`src/rtl/reset_seq_pkg.sv`:
```
// ---------------------------------------------------------------------------
// reset_seq_pkg
// Shared types and constants for the reset sequencer: the sequencing FSM
// state encoding and the reset-cause codes reported on cause_o.
// ---------------------------------------------------------------------------
package reset_seq_pkg;

   // Sequencer phases: hold everything, release channels one by one, run.
   typedef enum logic [1:0] {
      ASSERT  = 2'd0,
      RELEASE = 2'd1,
      RUN     = 2'd2
   } state_t;

   localparam int CAUSE_W = 2;

   localparam logic [CAUSE_W-1:0] CAUSE_POR = 2'b00;
   localparam logic [CAUSE_W-1:0] CAUSE_EXT = 2'b01;
   localparam logic [CAUSE_W-1:0] CAUSE_SW  = 2'b10;

endpackage

```
`src/rtl/reset_glitch_filter.sv`:
```
// ---------------------------------------------------------------------------
// reset_glitch_filter
// Synchronises the asynchronous active-low external reset pin with two flops
// and counts consecutive synchronised low samples. trig is high while that
// run has reached FILTER_CYCLES; the first synchronised high sample clears it.
//
// Ports:
//   clk    : clock
//   rst    : synchronous active-high reset (sync flops -> 1, count -> 0)
//   pin_n  : asynchronous external reset pin, active-low
//   trig   : filtered external reset request, active-high
// ---------------------------------------------------------------------------
module reset_glitch_filter #(
   parameter int FILTER_CYCLES = 4
) (
   input  logic clk,
   input  logic rst,
   input  logic pin_n,
   output logic trig
);

   localparam int FW = $clog2(FILTER_CYCLES + 1);
   localparam logic [FW-1:0] RUN_MAX = FW'(FILTER_CYCLES);

   logic          sync1_r;
   logic          sync2_r;
   logic [FW-1:0] run_cnt_r;

   // Two-flop synchroniser and saturating low-run counter.
   always_ff @(posedge clk) begin
      if (rst) begin
         sync1_r   <= 1'b1;
         sync2_r   <= 1'b1;
         run_cnt_r <= '0;
      end else begin
         sync1_r <= pin_n;
         sync2_r <= sync1_r;
         if (sync2_r) begin
            run_cnt_r <= '0;
         end else if (run_cnt_r != RUN_MAX) begin
            run_cnt_r <= run_cnt_r + 1'b1;
         end else begin
            run_cnt_r <= run_cnt_r;
         end
      end
   end

   // Decoded straight from the counter register, so it is glitch-free.
   assign trig = (run_cnt_r == RUN_MAX);

endmodule

```
`src/rtl/reset_sequencer.sv`:
```
// ---------------------------------------------------------------------------
// reset_sequencer
// Holds all downstream resets for POR_CYCLES after the last reset request,
// raises porb_o, then releases CHANNELS reset domains in ascending order,
// STAGE_GAP cycles apart, each optionally held off by chan_hold_i. Any
// request (wb_rst_i, filtered external pin, sw_rst_i) restarts the sequence.
//
// Ports:
//   wb_clk_i     : sole clock
//   wb_rst_i     : synchronous active-high reset, also a POR-cause request
//   ext_rst_n_i  : asynchronous external reset pin, active-low
//   sw_rst_i     : single-cycle synchronous software reset request
//   chan_hold_i  : per-channel release hold-off
//   porb_o       : power-good, high once the POR interval has elapsed
//   por_o        : inverse of porb_o
//   rst_o        : per-domain active-high resets
//   busy_o       : high while any rst_o bit is high
//   cause_o      : cause of last reset (00 POR, 01 EXT, 10 SW)
// ---------------------------------------------------------------------------
module reset_sequencer
   import reset_seq_pkg::*;
#(
   parameter int CHANNELS      = 4,
   parameter int CNT_W         = 16,
   parameter int POR_CYCLES    = 500,
   parameter int STAGE_GAP     = 16,
   parameter int FILTER_CYCLES = 4
) (
   input  logic                wb_clk_i,
   input  logic                wb_rst_i,
   input  logic                ext_rst_n_i,
   input  logic                sw_rst_i,
   input  logic [CHANNELS-1:0] chan_hold_i,
   output logic                porb_o,
   output logic                por_o,
   output logic [CHANNELS-1:0] rst_o,
   output logic                busy_o,
   output logic [CAUSE_W-1:0]  cause_o
);

   localparam int IDX_W = (CHANNELS > 1) ? $clog2(CHANNELS) : 1;
   localparam longint unsigned CNT_SPAN = 64'd1 << CNT_W;

   localparam bit PARAMS_OK = (CHANNELS >= 1) && (POR_CYCLES >= 1) &&
                              (STAGE_GAP >= 1) && (FILTER_CYCLES >= 1) &&
                              (CNT_W >= 1) && (CNT_W < 63) &&
                              (longint'(POR_CYCLES - 1) < CNT_SPAN) &&
                              (longint'(STAGE_GAP - 1) < CNT_SPAN);

   generate
      if (!PARAMS_OK) begin : g_param_check
         $fatal(1, "reset_sequencer: illegal parameter combination");
      end
   endgenerate

   localparam logic [CNT_W-1:0] POR_LAST = CNT_W'(POR_CYCLES - 1);
   localparam logic [CNT_W-1:0] GAP_LAST = CNT_W'(STAGE_GAP - 1);
   localparam logic [IDX_W-1:0] IDX_LAST = IDX_W'(CHANNELS - 1);

   logic ext_trig;
   logic req;

   state_t               state_r,  state_s;
   logic [CNT_W-1:0]     cnt_r,    cnt_s;
   logic [CNT_W-1:0]     gap_r,    gap_s;
   logic [IDX_W-1:0]     idx_r,    idx_s;
   logic [CHANNELS-1:0]  rst_r,    rst_s;
   logic                 porb_r,   porb_s;
   logic                 busy_r,   busy_s;
   logic [CAUSE_W-1:0]   cause_r,  cause_s;

   reset_glitch_filter #(
      .FILTER_CYCLES (FILTER_CYCLES)
   ) u_filter (
      .clk   (wb_clk_i),
      .rst   (wb_rst_i),
      .pin_n (ext_rst_n_i),
      .trig  (ext_trig)
   );

   assign req = wb_rst_i | ext_trig | sw_rst_i;

   // Next-state, counters, channel resets and cause decode.
   always_comb begin
      state_s = state_r;
      cnt_s   = cnt_r;
      gap_s   = gap_r;
      idx_s   = idx_r;
      rst_s   = rst_r;
      porb_s  = porb_r;
      cause_s = cause_r;

      if (req) begin
         state_s = ASSERT;
         cnt_s   = '0;
         gap_s   = '0;
         idx_s   = '0;
         rst_s   = '1;
         porb_s  = 1'b0;
         if (wb_rst_i) begin
            cause_s = CAUSE_POR;
         end else if (ext_trig) begin
            cause_s = CAUSE_EXT;
         end else begin
            cause_s = CAUSE_SW;
         end
      end else begin
         case (state_r)
            ASSERT: begin
               rst_s  = '1;
               porb_s = 1'b0;
               if (cnt_r == POR_LAST) begin
                  state_s = RELEASE;
                  idx_s   = '0;
                  gap_s   = '0;
                  porb_s  = 1'b1;
               end else begin
                  cnt_s = cnt_r + 1'b1;
               end
            end
            RELEASE: begin
               // A held channel parks gap at its last value, so the release
               // fires on the first edge that sees the hold low.
               if (gap_r == GAP_LAST) begin
                  if (!chan_hold_i[idx_r]) begin
                     rst_s[idx_r] = 1'b0;
                     gap_s        = '0;
                     if (idx_r == IDX_LAST) begin
                        state_s = RUN;
                        idx_s   = '0;
                     end else begin
                        idx_s = idx_r + 1'b1;
                     end
                  end else begin
                     gap_s = gap_r;
                  end
               end else begin
                  gap_s = gap_r + 1'b1;
               end
            end
            RUN: begin
               rst_s  = '0;
               porb_s = 1'b1;
            end
            default: begin
               state_s = ASSERT;
               cnt_s   = '0;
               gap_s   = '0;
               idx_s   = '0;
               rst_s   = '1;
               porb_s  = 1'b0;
            end
         endcase
      end

      busy_s = |rst_s;
   end

   // State and output registers.
   always_ff @(posedge wb_clk_i) begin
      if (wb_rst_i) begin
         state_r <= ASSERT;
         cnt_r   <= '0;
         gap_r   <= '0;
         idx_r   <= '0;
         rst_r   <= '1;
         porb_r  <= 1'b0;
         busy_r  <= 1'b1;
         cause_r <= CAUSE_POR;
      end else begin
         state_r <= state_s;
         cnt_r   <= cnt_s;
         gap_r   <= gap_s;
         idx_r   <= idx_s;
         rst_r   <= rst_s;
         porb_r  <= porb_s;
         busy_r  <= busy_s;
         cause_r <= cause_s;
      end
   end

   assign porb_o  = porb_r;
   assign por_o   = ~porb_r;
   assign rst_o   = rst_r;
   assign busy_o  = busy_r;
   assign cause_o = cause_r;

endmodule

```
`config.mk`:
```
export PLATFORM = sky130hd
export DESIGN_NAME = reset_sequencer
export DESIGN_NICKNAME = d
export VERILOG_FILES = /design/src/rtl/reset_seq_pkg.sv /design/src/rtl/reset_glitch_filter.sv /design/src/rtl/reset_sequencer.sv
export SDC_FILE = /design/constraint.sdc
export NUM_CORES = 1
export LEC_CHECK = 0
export CELL_PAD_IN_SITES_DETAIL_PLACEMENT = 0
export CELL_PAD_IN_SITES_GLOBAL_PLACEMENT = 2
export CORE_MARGIN = 2
export CORE_UTILIZATION = 41
export CTS_BUF_LIST = sky130_fd_sc_hd__clkbuf_8
export CTS_CLUSTER_SIZE = 16
export DETAILED_ROUTE_END_ITERATION = 6
export PLACE_DENSITY = 0.87
export SLEW_MARGIN = 40
export SYNTH_ARGS = -nofsm -noshare
export SYNTH_HDL_FRONTEND = slang
export SYNTH_SLANG_ARGS = --single-unit
```
`constraint.sdc`:
```
create_clock -name wb_clk_i -period 6.7 [get_ports wb_clk_i]
set_input_delay 1.34 -clock wb_clk_i [delete_from_list [all_inputs] [get_ports wb_clk_i]]
set_output_delay 1.34 -clock wb_clk_i [all_outputs]
set_load 0.05 [all_outputs]
```
==> metrics, run 1 <==
worst slack at placement 3.38 ns; final setup fails 0; pwr/cell area 185 nW/um^2; CP delay by family, top compound AO/OA/AOI/OAI gates; GRT Residual Overflow 0; Syn. warnings 0; FMAX 337 MHz; instance area after placement 2720 um^2; wire per inst 13.9 um; hold buffer count at CTS 0; Seq/Total Area, Yosys 0.394; Slew Viols, Final 0; CTS resizes 0; WL final 5170 um; Clock Skew 0.00603 ns; final std cells w/o fill 372; critical path class in -> reg; Mapped Area 2490 um^2; first-pass GRT wire length 8800 um; share of layout cells above drive strength 1 0.0741; Final GP Congestion 0.753; commonest cells in the netlist dfxtp_1, nor2_1, a21oi_1; Design Area, Final 2820 um^2; maximum clock path buffer count 2; clk_lat worst skew 0.31 ns; register clock-pin slew on the reported worst setup and hold paths 0.09 ns; crit path cell chain clkdlybuf4s50_1 -> a211oi_2 -> o21ai_0 -> a31oi_1 -> a31oi_1; r2r startpoint state_r[0]; Synthesized Nets 302; First DRT Iteration DRCs 68; cell taking the most area after synthesis dfxtp_1; Worst Setup EP busy_o; Initial Utilization 0.423; postcts setup bufs 0; clk root buf clkbuf_8; Routed Antenna Nets 0; slack of the critical path 3.73 ns; final worst-path cycle share 0.443; CP endpoint kind flip-flop; Inst Count DP 365; crit-path max FO 9; Crit. Startpoint wb_rst_i; # nets final 316; H-tree depth 2; Initial DRT Pass Iterations 4; maxcap violations 0; DIE AREA 6710 um^2; R2R setup slack 4.37 ns; R2R cell count 7; Critical Path AT 3.16 ns; Post-Syn Area per Cell 8.80 um^2; cell with the most instances after synthesis dfxtp_1; worst rel slew slack 0.559; Critical path buffers and inverters 1; CP max stage delay 0.57 ns; DIE WIDTH 81.9 um; Residual DRC 0; Syn Inst Count 283; cell leakage power 0.926 nW; Ports 17; CP most frequent cell a31oi_1; Area growth, synth to finish 13.4%; post-synthesis cell type count 45; required time worst endpoint 6.89 ns; Post-synth EDFFs 0; via count 2,100; unrepaired setup endpoints after global routing false; number of port buffers 16; Peak VDD IR 0.0772 mV; largest cells by area after synthesis dfxtp_1, ha_1, a21oi_1; core region area 5890 um^2; TNS Setup 0 ns; fin crit period 2.97 ns; Worst path depth 5; HPWL Detailed 3590 um; initial antenna violation count 0; Reg-to-Reg End cnt_r[15]; Worst Setup Start Kind input pin; Main synth FF type dfxtp_1; std cell rows 28; TritonCTS clock tree done; final hold vios 0; clock sinks 49; Worst Hold Class reg -> reg; Seq cells post-synth 49; TritonCTS buffer count 5; Post-synth ARST share 0; Die Ht 81.9 um; status complete, no violations; Vias/cell 5.65; top cell type's share of synthesized area 0.394; number of global-route vias before repair 1,867; worst slew pin tran 0.661 ns; Critical-path top delay cell a211oi_2; total track usage 0.167; diode count 0; Hold WS 0.420 ns; largest net degree at the start of global routing 25
report_power, final:
group | total [W] | internal [W] | switching [W]
sequential | 0.000294 | 0.000293 | 0.00000121
combinational | 0.0000187 | 0.00000870 | 0.0000100
clock | 0.000209 | 0.000109 | 0.000100
sequential cells by signal, summed over array words and instances (netlist names):
name and flops:
state_r 2, gap_r 16, busy_o 1, porb_o 1
idx_r 2, u_filter.sync1_r 1, u_filter.run_cnt_r 3, rst_o 4
u_filter.sync2_r 1, cnt_r 16, cause_o 2
logic make-up (layout without fill, tap and decap cells):
kind of cell,after synthesis,after routing,synth area share
DFF,49,49,0.394
AOI/OAI and AO/OA,58,58,0.150
buffers and inverters,23,37,0.0387
adders and majority gates,11,11,0.0553
muxes,7,7,0.0296
and+or+nand+nor,120,120,0.279
xor gates and xnor gates,15,15,0.0528
cell type report:
type                            count  area (um^2)
Fill cell                         597         3060
Multi-Input combinational cell    211         1420
Sequential cell                    49          981
Timing Repair Buffer               18          175
Tap cell                           75         93.8
Clock buffer                        5         68.8
Inverter                           12         45.0
Clock inverter                      2         35.0
metal layers:
metal,track usage,share of wire
met5,0,0
met4,0.0600,0.015
met3,0.0330,0.026
met2,0.259,0.46
met1,0.231,0.50
placed cells by master, fill, tap and decap left out, types with 2 or more instances in the layout:
cell / instances
nand2b_1: 3
nand4_1: 10
mux2i_1: 4
mux2_2: 3
o41ai_1: 2
ha_1: 11
buf_4: 2
nor2b_1: 3
o21ai_0: 12
clkbuf_8: 5
a31oi_1: 4
nor4_4: 2
xor2_1: 8
and3_1: 3
nand2_1: 17
nor3_1: 9
clkdlybuf4s50_1: 16
and4b_1: 2
xnor2_1: 7
or4_1: 7
and4_1: 6
or3_1: 4
nor4_1: 6
a22oi_1: 2
nand3_1: 13
dfxtp_1: 49
a21oi_1: 20
o31ai_1: 7
inv_1: 12
a211oi_1: 2
or2_2: 3
nor2_1: 24
or4b_1: 2
worst min-delay path by stage:
stage	startpoint	endpoint	depth (start not counted)
after floorplan	u_filter.sync1_r	u_filter.sync2_r	1
after global placement	u_filter.sync1_r	u_filter.sync2_r	1
after detailed placement	u_filter.sync1_r	u_filter.sync2_r	1
after CTS	u_filter.sync1_r	u_filter.sync2_r	1
after global routing	u_filter.sync1_r	u_filter.sync2_r	1
final	u_filter.sync1_r	u_filter.sync2_r	1
stage by stage:
stage | total power [W] | utilization
3_3_place_gp | 0.000319 | 0.460
6_report | 0.000522 | 0.480
5_1_grt | 0.000540 | 0.480
4_1_cts | 0.000529 | 0.480
2_1_floorplan | 0.000312 | -
3_5_place_dp | 0.000320 | 0.462
(Power assumes the default switching activity.)
==> run 2: changes to the inputs <==
--- a/config.mk
+++ b/config.mk
@@ -8,11 +8,11 @@
 export CELL_PAD_IN_SITES_DETAIL_PLACEMENT = 0
 export CELL_PAD_IN_SITES_GLOBAL_PLACEMENT = 2
 export CORE_MARGIN = 2
-export CORE_UTILIZATION = 41
+export CORE_UTILIZATION = 38
 export CTS_BUF_LIST = sky130_fd_sc_hd__clkbuf_8
 export CTS_CLUSTER_SIZE = 16
 export DETAILED_ROUTE_END_ITERATION = 6
-export PLACE_DENSITY = 0.87
+export PLACE_DENSITY = 0.81
 export SLEW_MARGIN = 40
 export SYNTH_ARGS = -nofsm -noshare
 export SYNTH_HDL_FRONTEND = slang
==> constraint.sdc (replaced) <==
create_clock -name wb_clk_i -period 2.98 [get_ports wb_clk_i]
set_input_delay 0.596 -clock wb_clk_i [delete_from_list [all_inputs] [get_ports wb_clk_i]]
set_output_delay 0.596 -clock wb_clk_i [all_outputs]
set_load 0.05 [all_outputs]
==> metrics, run 2 (synthesized netlist as in run 1, its figures left out) <==
std cell rows 29; DIE AREA 7220 um^2; commonest cells after routing, fill and taps aside dfxtp_1, nor2_1, a21oi_1, nand2_1, clkdlybuf4s50_1; diode count 0; number of port buffers 16; Vias/cell 5.43; Ports 17; TritonCTS buffer count 5; total power 0.00111 W; Design Area, Final 2830 um^2; fin crit period 2.50 ns; GRT Residual Overflow 0; pwr/cell area 392 nW/um^2; hold buffer count at CTS 0; Worst Hold Class reg -> reg; register clock-pin slew on the reported worst setup and hold paths 0.09 ns; DR WL met3 79 um; worst slew pin tran 0.605 ns; number of global-route vias before repair 1,921; total track usage 0.150; Critical Path AT 2.74 ns; cell leakage power 0.940 nW; Final GP Congestion 0.716; HPWL Detailed 3810 um; TNS Setup 0 ns; wire per inst 14.0 um; Residual DRC 0; Routed Antenna Nets 0; CTS resizes 0; unrepaired setup endpoints after global routing false; Slew Viols, Final 0; crit-path max FO 13; top layer in use met4; initial antenna violation count 0; Die Ht 84.9 um; Clock Skew 0.00776 ns; largest net degree at the start of global routing 20; First DRT Iteration DRCs 46; clk root buf clkbuf_8; Initial DRT Pass Iterations 4; TritonCTS clock tree done; share of layout cells above drive strength 1 0.0762; final worst-path cycle share 0.838; maxcap violations 0; first-pass GRT wire length 8850 um; via count 2,058; final hold vios 0; Worst Setup Start Kind flip-flop; R2R setup slack 0.48 ns; postcts setup bufs 0; critical path class reg -> reg; clock sinks 49; Peak VDD IR 0.171 mV; worst rel slew slack 0.593; core region area 6350 um^2; status complete, no violations; commonest non-fill, non-tap cell in the layout dfxtp_1; clk_lat worst skew 0.31 ns; Area growth, synth to finish 13.5%; DR WL met2 2490 um; Initial Utilization 0.392; instance area after placement 2740 um^2; WL final 5310 um; required time worst endpoint 3.22 ns; maximum clock path buffer count 2; FMAX 401 MHz; final setup fails 0; Hold WS 0.420 ns; # nets final 320; H-tree depth 2; DIE WIDTH 84.9 um; CP endpoint kind flip-flop; met1 WL 2680 um
run 2: cell count changes in the layout (fill, tap and decap cells not counted), sizes merged:
cell	change
buf	+4
inv	+2
bufinv	-1
run 2: stage by stage:
| stage | setup slack [ns] | std cells | utilization |
|---|---|---|---|
| detailed placement | 0.504 | 371 | 0.432 |
| CTS | 0.465 | 379 | 0.445 |
| floorplan | 0.879 | 283 | - |
| global placement | 0.565 | 371 | 0.432 |
| global route | 0.264 | 379 | 0.445 |
| finish | 0.483 | 379 | 0.445 |
run 2: layout make-up:
class / instances / area (um^2)
inverter: 12 / 45.0
sequential: 49 / 981
clock buffer: 5 / 68.8
clock inverter: 3 / 17.5
fill: 647 / 3520
multi-input combinational: 211 / 1410
timing repair buffer: 22 / 205
tap: 77 / 96.3
run 2: final timing paths:
path,startpoint,endpoint,depth (start not counted)
worst max-delay path,cnt_r[0],gap_r[14],7
worst min-delay path,u_filter.sync1_r,u_filter.sync2_r,1
worst max register to register,cnt_r[0],gap_r[14],7
worst min register to register,u_filter.sync1_r,u_filter.sync2_r,1
run 2: routing by layer:
metal	vias to the layer above	global-route usage
met1	970	0.191
met2	9	0.254
met3	7	0.0302
met4	0	0.0505
met5	-	0
li1	1072	-
run 2: power by group:
part           internal, W  switching [W]
registers         0.000658     0.00000283
clock network     0.000165       0.000236
logic            0.0000217      0.0000229
total             0.000845       0.000262
run 2: worst max-delay path: stages (launching register included):
cell	delay, ns
dfxtp_1	0.40
ha_1	0.22
and4b_1	0.26
a41oi_4	0.17
or2_0	0.44
buf_4	0.28
or4_1	0.51
a21oi_1	0.14
==> run 3: changes to the inputs <==
==> constraint.sdc (replaced) <==
create_clock -name wb_clk_i -period 2.55 [get_ports wb_clk_i]
set_input_delay 0.51 -clock wb_clk_i [delete_from_list [all_inputs] [get_ports wb_clk_i]]
set_output_delay 0.51 -clock wb_clk_i [all_outputs]
set_load 0.05 [all_outputs]
==> metrics, run 3 (synthesized netlist as in run 1, its figures left out) <==
number of global-route vias before repair 1,945; number of port buffers 16; First DRT Iteration DRCs 61; cell leakage power 0.954 nW; TNS Setup 0 ns; Final GP Congestion 0.758; required time worst endpoint 2.79 ns; crit path cell chain ha_1 -> and4b_1 -> a41oi_4 -> or2_0 -> buf_4 -> or4b_1 -> a21oi_1; HPWL Detailed 3720 um; FMAX 452 MHz; initial antenna violation count 0; commonest cells after routing, fill and taps aside dfxtp_1, nor2_1, a21oi_1, nand2_1, clkdlybuf4s50_1; clk_lat worst skew 0.31 ns; diode count 0; fin crit period 2.21 ns; Routed Antenna Nets 0; hold endpoint u_filter.sync2_r; Area growth, synth to finish 15.2%; DIE AREA 7220 um^2; clk root buf clkbuf_8; CTS resizes 0; worst slew pin tran 0.511 ns; TritonCTS clock tree done; TritonCTS buffer count 5; H-tree depth 2; Vias/cell 5.41; CP max stage delay 0.52 ns; status complete, no violations; footprint of the multi-input gates 1410 um^2; Critical Path AT 2.45 ns; # nets final 321; final worst-path cycle share 0.868; maxcap violations 0; maximum clock path buffer count 2; worst rel slew slack 0.656; Inst Count DP 372; Ports 17; share of layout cells above drive strength 1 0.0825; commonest non-fill, non-tap cell in the layout dfxtp_1; CP delay by family, top simple AND/OR/NAND/NOR gates; postcts setup bufs 0; Critical-path top delay cell or4b_1; register clock-pin slew on the reported worst setup and hold paths 0.09 ns; crit-path max FO 24; wire per inst 13.7 um; Residual DRC 0; DIE WIDTH 84.9 um; unrepaired setup endpoints after global routing false; Die Ht 84.9 um; Seq. cell area 981 um^2; Worst Setup Start Kind flip-flop; pwr/cell area 492 nW/um^2; r2r startpoint cnt_r[0]; hold path cells 1; hold buffer count at CTS 0; largest net degree at the start of global routing 25; WL final 5200 um; Critical path buffers and inverters 1; Fillers 635; Initial Utilization 0.392; via count 2,057; CP endpoint kind flip-flop; std cell rows 29; Reg-to-Reg End gap_r[12]; Initial DRT Pass Iterations 4; Worst Hold Class reg -> reg; critical path class reg -> reg; R2R setup slack 0.34 ns; GRT Residual Overflow 0; Peak VDD IR 0.340 mV; Clock Skew 0.00917 ns; final hold vios 0; first-pass GRT wire length 9040 um; total track usage 0.153; final std cells w/o fill 380; clock sinks 49; Hold Path Origin u_filter.sync1_r; Slew Viols, Final 0; R2R cell count 7; core region area 6350 um^2; final setup fails 0
-- run 3: final cells by class --
class / instances / area share
Tap cell: 77 / 0.0336
Multi-Input combinational cell: 211 / 0.493
Inverter: 12 / 0.0157
Sequential cell: 49 / 0.342
Clock inverter: 2 / 0.0131
Clock buffer: 6 / 0.0288
Timing Repair Buffer: 23 / 0.0742
-- run 3: worst max-delay path by stage --
stage          cells after the start         to      startpoint  slack [ns]
2_1_floorplan                      8  gap_r[15]        cnt_r[0]        0.45
3_3_place_gp                       7   gap_r[3]  chan_hold_i[1]        0.31
3_5_place_dp                       7  gap_r[10]  chan_hold_i[1]        0.31
4_1_cts                            7  cnt_r[15]      state_r[0]        0.32
5_1_grt                            7   idx_r[0]        cnt_r[0]        0.17
6_report                           7  gap_r[12]        cnt_r[0]        0.34
-- run 3: report_power, final --
group	switching, W	internal, W	leakage [nW]	total (W)
logic	0.0000270	0.0000244	0.500	0.0000514
registers	0.00000319	0.000769	0.396	0.000772
clock network	0.000268	0.000319	0.0574	0.000587
-- run 3: metal layers --
metal	share of wire	up-vias	global-route usage
met1	0.50	956	0.207
li1	-	1076	-
met3	0.021	5	0.0302
met2	0.47	20	0.242
met5	0	-	0
met4	0.012	0	0.0534
-- run 3: metrics by stage --
step                setup WS (ns)  hold WS [ns]  instance area, um^2  power (W)   util
floorplan                   0.449         0.389                 2490   0.000819      -
global placement            0.313         0.394                 2750   0.000842  0.433
detailed placement          0.311         0.395                 2750   0.000842  0.433
CTS                         0.320         0.418                 2870    0.00143  0.452
global route                0.174         0.440                 2870    0.00147  0.452
finish                      0.337         0.416                 2870    0.00141  0.452
==> patch, RTL diff (flow settings as in run 3) <==
Encoding of `state_t`: now one-hot (3 bits for 3 states).
--- a/src/rtl/reset_seq_pkg.sv
+++ b/src/rtl/reset_seq_pkg.sv
@@ -8,6 +8,6 @@
    // Sequencer phases: hold everything, release channels one by one, run.
-   typedef enum logic [1:0] {
-      ASSERT  = 2'd0,
-      RELEASE = 2'd1,
-      RUN     = 2'd2
+   typedef enum logic [2:0] {
+      ASSERT  = 3'b001,
+      RELEASE = 3'b010,
+      RUN     = 3'b100
    } state_t;
Function: no difference found for any inputs over 10 cycles, from zero or initial values and one cycle with wb_rst_i high; not proved beyond that.
==> patch against run 3 <==
Fmax rose by 2.5%. Power fell by 5.1%. Routed wire length is 2.2% higher. Cell area grew 0.26%. Worst setup slack improved by 55 ps. Clock skew rose by 1.5 ps. Sequential share of layout area up 0.61 points. Clock power down 14%. Sequential cell count is 1 higher. Area after synthesis down 0.20%. Count of clock-buffer cells in the layout is the same. Die area fell by 0.19%. Combinational power shrank 7.6%. Critical path type unchanged. Highest routed layer unchanged.
==> patch: results <==
[outcome]
outcome = "finished clean"

[cells_and_area]
buffers = 29
multi_input_area_um2 = 1356
inverters = 17
clkCellAreaFrac_pct = 3.438
buffer_area_share_pct = 8.964
final_cells = 401
nets = 339

[logic_synthesis]
syn-instance-count = 298
yosysUniqueCellTypes = 49
synth.net_count = 314

[sta]
finClkSkew_ps = 10.62
worst_pin_slew_ps = 587.2
fin_crit_ps = 2159

[detailed_routing]
routedWlPerCell_um = 13.25
drt-vias-per-instance = 5.471
drt_iter0_drc = 63

[placement]
place.gp.congestion = 0.7233
placed_area_um2 = 2776

[setup_path]
crit_path_start = "cnt_r[9]"
cp_slowest_stage_delay_ps = 470
worstPathArrival_ps = 2400

[power]
p_comb_w = 0.0000475
powerDensity_nw_per_um2 = 465.7
seq_power_share_pct = 58.8
power.switching_w = 0.0003073

[global_routing]
grt_max_degree = 17
-- patch: changes by cell type after synthesis, sizes merged, moves of 5 or more --
cell    delta
clkbuf     -5
o21ai     +14
buf        +5
a21oi     +10
or3       +11
-- patch: cells by family after synthesis --
logic type	synth area share [%]
and+or+nand+nor	25.98
adders and majority gates	4.028
muxes	1.309
xor gates and xnor gates	2.819
DFF	40.28
buffers and inverters	5.135
AOI/OAI and AO/OA	20.44
-- patch: stage by stage --
| stage | setup WS, ps | utilization, % | hold WS (ps) |
|---|---|---|---|
| global placement | 203.9 | 43.72 | 393.2 |
| detailed placement | 128.4 | 43.72 | 399.3 |
| floorplan | 583.6 | - | 389.5 |
| finish | 391.5 | 45.28 | 421.8 |
| global route | 121.2 | 45.28 | 434.6 |
| CTS | 338.7 | 45.28 | 426.5 |
-- patch: layer usage --
layer	part of all wire (%)	up-vias	track usage, %
met5	0	-	0
met2	44	21	24.84
met1	52	1019	22.15
met4	1.4	0	4.762
met3	2.3	6	3.210
li1	-	1148	-
